File: src/rtl/p_bit_array.sv
// ---------------------------------------------------------------------------
// p_bit_array
//   Bank of N probabilistic bits (p-bits) for Ising / sIM sampling. Each
//   channel scales its signed local field by 2^beta, saturates the result to
//   [-2^(RNG_W-1), +2^(RNG_W-1)] and compares it against a per-channel Galois
//   LFSR sample. A channel's new state is 1 when the scaled field exceeds the
//   sample.
//
//   Update modes:
//     mode = 0 : parallel - every channel updates on each enabled step.
//     mode = 1 : sequential Gibbs - only channel upd_idx updates per step.
//
//   Optional build macro ANNEAL_EN:
//     Adds a sweep counter. Every ANNEAL_PER sweep_done pulses, an internal
//     beta increment rises by one (saturating), so that
//     beta = min(bit_shift + beta_inc, MAX_SHIFT). Without the macro,
//     beta = min(bit_shift, MAX_SHIFT) purely combinationally.
//
// Ports
//   clk         in   1          rising-edge clock
//   reset       in   1          synchronous, active-low reset
//   en          in   1          one update step per cycle while high
//   mode        in   1          0 = parallel, 1 = sequential round-robin
//   input_val   in   N*IN_W     packed signed fields, channel i at [i*IN_W +: IN_W]
//   bit_shift   in   SH_W       base shift (inverse temperature)
//   out         out  N          p-bit states (1 = +1 spin, 0 = -1 spin)
//   upd_idx     out  clog2(N)   channel updated by the next sequential step
//   sweep_done  out  1          one-cycle pulse when a full sweep completes
//   beta        out  SH_W       effective shift in use
// ---------------------------------------------------------------------------
module p_bit_array #(
    parameter int unsigned       N          = 8,
    parameter int unsigned       IN_W       = 4,
    parameter int unsigned       RNG_W      = 8,
    parameter int unsigned       MAX_SHIFT  = 3,
    parameter logic [RNG_W-1:0]  SEED       = RNG_W'(8'hA5),
    parameter int unsigned       ANNEAL_PER = 4,
    localparam int unsigned      SH_W       = $clog2(MAX_SHIFT + 1),
    localparam int unsigned      IDX_W      = $clog2(N)
) (
    input  logic                  clk,
    input  logic                  reset,
    input  logic                  en,
    input  logic                  mode,
    input  logic [N*IN_W-1:0]     input_val,
    input  logic [SH_W-1:0]       bit_shift,
    output logic [N-1:0]          out,
    output logic [IDX_W-1:0]      upd_idx,
    output logic                  sweep_done,
    output logic [SH_W-1:0]       beta
);

    // Width of the shifted field, of the saturated comparison value, and a
    // working width large enough to hold either without overflow.
    localparam int unsigned SW = IN_W + MAX_SHIFT;
    localparam int unsigned CW = RNG_W + 1;
    localparam int unsigned WW = ((SW > CW) ? SW : CW) + 1;

    localparam logic signed [WW-1:0] POS_LIM = WW'(2 ** (RNG_W - 1));
    localparam logic signed [WW-1:0] NEG_LIM = -POS_LIM;

    // Right-shift Galois masks for maximal-length polynomials:
    //   8 bit : x^8  + x^6  + x^5  + x^4 + 1
    //   16 bit: x^16 + x^14 + x^13 + x^11 + 1
    localparam logic [RNG_W-1:0] TAPS = (RNG_W == 16) ? RNG_W'(16'hB400)
                                                      : RNG_W'(8'hB8);

    localparam logic [IDX_W-1:0] LAST_IDX = IDX_W'(N - 1);

    if (N < 2 || ANNEAL_PER < 1) begin : g_param_check
        $error("p_bit_array: N must be >= 2 and ANNEAL_PER >= 1");
    end

    // -----------------------------------------------------------------------
    // Helpers
    // -----------------------------------------------------------------------
    function automatic logic [RNG_W-1:0] seed_of(input int unsigned ch);
        logic [RNG_W-1:0] s;
        s = SEED ^ RNG_W'(ch * 32'h3B);
        if (s == '0) begin
            s = RNG_W'(1);
        end
        return s;
    endfunction

    function automatic logic [RNG_W-1:0] lfsr_step(input logic [RNG_W-1:0] s);
        return s[0] ? ((s >> 1) ^ TAPS) : (s >> 1);
    endfunction

    // -----------------------------------------------------------------------
    // Effective shift
    // -----------------------------------------------------------------------
    logic [SH_W-1:0] beta_eff;

`ifdef ANNEAL_EN
    localparam int unsigned CNT_W = (ANNEAL_PER > 1) ? $clog2(ANNEAL_PER) : 1;
    localparam int unsigned SUM_W = SH_W + 1;

    logic [CNT_W-1:0] sweep_cnt;
    logic [SH_W-1:0]  beta_inc;
    logic [SUM_W-1:0] beta_sum;

    // Counts registered sweep_done pulses, so an increment becomes visible
    // the cycle after the ANNEAL_PER-th pulse has been seen.
    always_ff @(posedge clk) begin
        if (!reset) begin
            sweep_cnt <= '0;
            beta_inc  <= '0;
        end else if (sweep_done) begin
            if (sweep_cnt == CNT_W'(ANNEAL_PER - 1)) begin
                sweep_cnt <= '0;
                if (beta_inc != SH_W'(MAX_SHIFT)) begin
                    beta_inc <= beta_inc + SH_W'(1);
                end
            end else begin
                sweep_cnt <= sweep_cnt + CNT_W'(1);
            end
        end
    end

    always_comb begin
        beta_sum = SUM_W'(bit_shift) + SUM_W'(beta_inc);
        beta_eff = (beta_sum > SUM_W'(MAX_SHIFT)) ? SH_W'(MAX_SHIFT)
                                                  : beta_sum[SH_W-1:0];
    end
`else
    always_comb begin
        beta_eff = (bit_shift > SH_W'(MAX_SHIFT)) ? SH_W'(MAX_SHIFT) : bit_shift;
    end
`endif

    assign beta = beta_eff;

    // -----------------------------------------------------------------------
    // Per-channel field path and decision
    // -----------------------------------------------------------------------
    logic [RNG_W-1:0]        lfsr_q  [N];
    logic signed [SW-1:0]    shf     [N];
    logic signed [WW-1:0]    wide    [N];
    logic signed [WW-1:0]    sat     [N];
    logic signed [WW-1:0]    rnd     [N];
    logic [N-1:0]            new_out;

    always_comb begin
        new_out = '0;
        for (int unsigned i = 0; i < N; i++) begin
            shf[i]  = {{MAX_SHIFT{input_val[i*IN_W + IN_W - 1]}},
                       input_val[i*IN_W +: IN_W]} <<< beta_eff;
            wide[i] = {{(WW - SW){shf[i][SW-1]}}, shf[i]};
            if (wide[i] > POS_LIM) begin
                sat[i] = POS_LIM;
            end else if (wide[i] < NEG_LIM) begin
                sat[i] = NEG_LIM;
            end else begin
                sat[i] = wide[i];
            end
            rnd[i]     = {{(WW - RNG_W){lfsr_q[i][RNG_W-1]}}, lfsr_q[i]};
            new_out[i] = (sat[i] > rnd[i]);
        end
    end

    // -----------------------------------------------------------------------
    // State: LFSRs, spins, sequential pointer, sweep pulse
    // -----------------------------------------------------------------------
    always_ff @(posedge clk) begin
        if (!reset) begin
            out        <= '0;
            upd_idx    <= '0;
            sweep_done <= 1'b0;
            for (int unsigned i = 0; i < N; i++) begin
                lfsr_q[i] <= seed_of(i);
            end
        end else if (en) begin
            // LFSRs advance on every step in both modes so the random streams
            // stay independent of the update schedule.
            for (int unsigned i = 0; i < N; i++) begin
                lfsr_q[i] <= lfsr_step(lfsr_q[i]);
            end
            if (mode) begin
                out[upd_idx] <= new_out[upd_idx];
                upd_idx      <= (upd_idx == LAST_IDX) ? '0 : upd_idx + IDX_W'(1);
                sweep_done   <= (upd_idx == LAST_IDX);
            end else begin
                // upd_idx is deliberately left alone so a sequential sweep
                // can resume where it stopped after a parallel interlude.
                out        <= new_out;
                sweep_done <= 1'b1;
            end
        end else begin
            sweep_done <= 1'b0;
        end
    end

endmodule

File: config.mk
export PLATFORM = sky130hd
export DESIGN_NAME = p_bit_array
export DESIGN_NICKNAME = d
export VERILOG_FILES = /design/src/rtl/p_bit_array.sv
export SDC_FILE = /design/constraint.sdc
export NUM_CORES = 1
export LEC_CHECK = 0
export BUFFER_PORTS_ARGS = -buffer_cell sky130_fd_sc_hd__buf_4
export CAP_MARGIN = 5
export CORE_MARGIN = 2
export CORE_UTILIZATION = 35
export DETAILED_ROUTE_END_ITERATION = 12
export PLACE_DENSITY = 0.63
export SYNTH_ARGS = -nofsm -noshare
export SYNTH_HDL_FRONTEND = slang
export SYNTH_SLANG_ARGS = --single-unit
File: constraint.sdc
create_clock -name clk -period 4.09 [get_ports clk]
set_clock_uncertainty 0.1 [all_clocks]
set_input_delay 1.0225 -clock clk [delete_from_list [all_inputs] [get_ports clk]]
set_output_delay 1.0225 -clock clk [all_outputs]
set_load 0.02 [all_outputs]
[Word-level counts from Yosys, hierarchy flattened]
Memory sizes are Yosys's and may differ from the RTL's.
Index checks and enable logic that the tools add are counted.
Word-level totals
  bits in registers: 12
  RAM bits: 64
  word-level logic and storage cells: 105
  memories: 1
Memories
  lfsr_q: depth 8, width 8, rd ports 8, clocked after memory_dff 0, wr ports 8, line 137  | logic [RNG_W-1:0] lfsr_q [N];
Cells by class
  add/subtract/negate cells: 1
  magnitude comparators: 27
  eq/ne operators: 1
  shift operators: 8
  muxes and demuxes: 45
  bitwise gates (word level): 16
  reduce and logical (&&, ||, !) cells: 3
Operators with widths (count)
  $mux W10: 16
  $mux W8: 17
  $gt A10 B8 Y1: 8
  $gt A7 B9 Y1 const B: 8
  $lt A7 B8 Y1 const B: 8
  $sshl A7 B2 Y7: 8
  $not A3 Y4: 8
  $bwmux W8: 1
  $or A1 B1 Y1: 8
  $mux W1: 7
  $lt A3 B4 Y1 const B: 1
  $reduce_and A2 Y1: 2
  $add A3 B1 Y3 const B: 1
  $bmux W1 S3: 1
  $demux W1 S3: 1
  $eq A3 B3 Y1 const B: 1
  $ge A3 B1 Y1 const B: 1
  $mux W3: 1
  $gt A2 B2 Y1 const B: 1
  $mux W2: 1
  $logic_and A1 B1 Y1: 1

[Depth between registers and ports, before layout]
  depth in word-level cells: 11
  depth in mapped cells: 13

[Worst setup path before layout]
Ideal clock, no wire load.
  kind: input to register
  start point: input port bit_shift[1]
  end point: register out[0]
  library setup time: 0.095 ns
  arrival time: 3.289 ns
  data required time: 3.895 ns
  setup slack: 0.606 ns
  stages: 13
  cell sequence: clkbuf_1 clkbuf_1 nor2_1 a21oi_1 nor2_1 a21oi_1 ha_1 and4_1 a31oi_1 nor2b_1 a211oi_2 nand4_1 a221oi_1
Between the ends
  longest elaborated chain between the ends: 11
  elaborated cells between the ends (all ways): 54
  classes of those cells: 25 x order compare; 8 x shift; 21 x mux
RTL lines
  start: declaration: line 46  | input logic [SH_W-1:0] bit_shift,
  $gt A2 B2 Y1: line 128  | beta_eff = (bit_shift > SH_W'(MAX_SHIFT)) ? SH_W'(MAX_SHIFT) : bit_shift;
  $mux W2 *: line 128
  $sshl A7 B2 Y7: line 147  | shf[i] = {{MAX_SHIFT{input_val[i*IN_W + IN_W - 1]}},
  $lt A7 B8 Y1: line 152  | end else if (wide[i] < NEG_LIM) begin
  $mux W10: line 152
  $mux W10: line 150  | if (wide[i] > POS_LIM) begin
  $gt A10 B8 Y1: line 158  | new_out[i] = (sat[i] > rnd[i]);
  $bmux W1 S3: line 180  | out[upd_idx] <= new_out[upd_idx];
  $mux W1 (implied by the code): line 180
  $bwmux W8: line 180
  $mux W8 *: line 179  | if (mode) begin
  end signal: indexed assignment: line 180
  end signal: assignment: line 186  | out <= new_out;
  end: declaration: line 47  | output logic [N-1:0] out,
Mark *: on every way between the ends. The rest lies on a longest branch, timed or not. The select of a mux whose other input is x is not followed.
A chain may end at the register's enable or synchronous reset.

[Worst setup path in the final report]
  start point: input port bit_shift[0]
  end point: register out[0]
The elaborated chain is that of the path after synthesis.

==> flow_summary.json <==
{
  "status": "finished, final reports clean",
  "fp.dieW_um": 130,
  "grt_pass1_vias": 4443,
  "cp.arrival_ns": 3.45,
  "dr_total_vias": 4416,
  "routed_wl_um": 13200,
  "fmax_ghz": 0.303,
  "grtUsageTotal": 0.165,
  "synth_area_leader_cell": "edfxtp_1",
  "fin_area_um2": 6410,
  "synthArstFlopShare": 0,
  "dr.pass1.iters": 4,
  "yosys.cell_types.count": 53,
  "r2r_cells": 7,
  "dp_cells": 859,
  "grt_antenna_before_repair": 0,
  "post-route-drc-count": 0,
  "start_util": 0.360,
  "synth.most_common_cell": "inv_1",
  "ys_warn_count": 0,
  "fin_nets": 763,
  "cts_tree": "done",
  "clk_latency_ns": 0.34,
  "period_share": 0.808,
  "cp-end-kind": "flop",
  "dieArea_um2": 16800,
  "gp_congestion": 0.884,
  "ctsHoldBuffers": 0,
  "dpl.hpwl_um": 10000,
  "hold_viol_final": 0,
  "viasPerCell": 5.05,
  "relSlewSlack": 0.474,
  "ant_nets": 0,
  "power_density_nw_per_um2": 327,
  "cts_resized": 0,
  "ir_drop_mv": 0.213,
  "syn-num-nets": 713,
  "postCtsSetupBuffers": 0,
  "synth_edf_count": 64,
  "fillCellCount": 1530,
  "synth_cells": 609,
  "die_h_um": 130,
  "reg2reg_slack_ns": 1.90,
  "row_count": 45,
  "clk_path_buf_depth": 2,
  "htree_levels": 3,
  "drive_gt1_frac": 0.136,
  "routedWlPerCell_um": 15.1,
  "cts_sinks": 76,
  "setup_viol": 0,
  "cp-endpoint": "out[0]",
  "finalSetupTns_ns": 0,
  "grt_overflow_total": 0,
  "netlist.area_leader.share": 0.349,
  "cts-root-buf": "clkbuf_16",
  "synth_area_um2": 5510,
  "avgSynthCellArea_um2": 9.05,
  "worst_pin_slew_ns": 0.787,
  "crit_required_ns": 4.24,
  "yosysSeqAreaShare": 0.392,
  "ys_ff_latch": 76,
  "synth_commonest_cells": "inv_1 (81), nor2_1 (75), ha_1 (66)",
  "synthTopCellsByArea": "edfxtp_1 (35%), ha_1 (15%), inv_1 (5.5%)",
  "r2r_start": "lfsr_q[0][0]",
  "crit_type": "input port to flop",
  "portBuffers": 51,
  "numCtsBuffers": 9,
  "path_clk_slew_ns": 0.06,
  "p_leak_uw": 0.00287,
  "slew_violations": 0,
  "drv_cap": 0,
  "grt_max_degree": 35,
  "final_cells": 875,
  "cp-start-kind": "input port",
  "min_from": "out[6]",
  "r2r-end": "out[0]",
  "drt-initial-drc-count": 295,
  "core_area_um2": 15300,
  "post-route-min-period_ns": 3.30,
  "grt_pass1_wl_um": 21500,
  "crit_fanout": 22,
  "cp-startpoint": "bit_shift[0]",
  "place_area_um2": 6150,
  "rsz0062_at_grt": "no",
  "ioPinCount": 52,
  "min_path_type": "flop to flop",
  "diodes": 0,
  "syn2layout_area_growth_pct": 16.3,
  "synth_flop_cell": "edfxtp_1"
}
-- registers in the layout (all words and copies together), names as in the netlist --
signal,flops
lfsr_q,64
out,8
upd_idx,3
sweep_done,1
-- worst min-delay path by stage --
stage | slack [ns] | cells past startpoint | end
after floorplan | 0.39 | 2 | lfsr_q[0][22]
after global placement | 0.35 | 2 | out[6]
after detailed placement | 0.36 | 2 | out[6]
after CTS | 0.37 | 2 | out[6]
after global routing | 0.39 | 2 | out[6]
final | 0.36 | 2 | out[6]
-- final cells by class --
class / count / area [µm²] / share of cell area
Clock buffer: 13 / 250 / 0.0390
Clock inverter: 3 / 13.8 / 0.00215
Inverter: 83 / 312 / 0.0486
Multi-Input combinational cell: 426 / 2940 / 0.458
Sequential cell: 76 / 2160 / 0.337
Tap cell: 211 / 264 / 0.0412
Timing Repair Buffer: 63 / 473 / 0.0738
-- per-stage QoR --
step	setup slack [ns]	hold WS (ns)	util	total power, µW
after CTS	0.794	0.367	0.419	2120
after global routing	0.529	0.395	0.419	2210
final	0.786	0.362	0.419	2100
after global placement	0.517	0.353	0.401	1370
after detailed placement	0.496	0.358	0.401	1390
after floorplan	0.606	0.387	-	1240
-- logic make-up (layout without fill, tap and decap cells) --
family | Yosys count | count (layout) | synth area share
compound gates | 113 | 113 | 0.131
xor+xnor | 24 | 24 | 0.0381
fa+ha+maj | 66 | 66 | 0.150
buf+inv | 107 | 162 | 0.0758
flops | 76 | 76 | 0.392
mux | 32 | 32 | 0.0599
simple gates | 191 | 191 | 0.154
-- routing by layer --
layer,track usage,wire length [µm]
met1,0.208,5780
met2,0.277,6400
met3,0.0264,705
met4,0.0772,294
met5,0,0
-- report_power, final --
group	switching [µW]	internal, µW
clock	304	424
sequential	35.1	896
combinational	248	191
-- worst max-delay path, cell delays in order --
cell      delay (ns)
buf_4           0.09
buf_4           0.26
nor2b_1         0.17
buf_4           0.19
nand2_1         0.07
o21ai_0         0.12
ha_1            0.30
and4_1          0.20
a31oi_1         0.22
nor2b_1         0.09
a211oi_2        0.29
nand4_1         0.14
a221oi_1        0.29
-- layout by cell type (no fill, tap or decap), types with 3 or more instances in the layout --
master	Yosys	final
a211oi_1	3	3
a21o_1	6	6
a21oi_1	45	45
a31oi_1	6	6
a32oi_1	3	3
and3_1	3	3
buf_4	2	63
clkbuf_1	20	3
clkbuf_16	0	9
clkinv_1	2	3
dfxtp_1	12	12
edfxtp_1	64	64
ha_1	66	66
inv_1	81	81
mux2_2	8	8
mux2i_1	24	24
nand2_1	64	63
nand2b_1	3	3
nand3_1	9	9
nand4_1	12	12
nor2_1	75	75
nor2b_1	6	6
nor3_1	5	5
nor3b_1	3	3
o21a_1	3	3
o21ai_0	18	18
o31ai_1	3	3
o32ai_1	3	3
or2_2	4	4
xnor2_1	24	24
No activity file was read; power rests on OpenSTA's default activity.
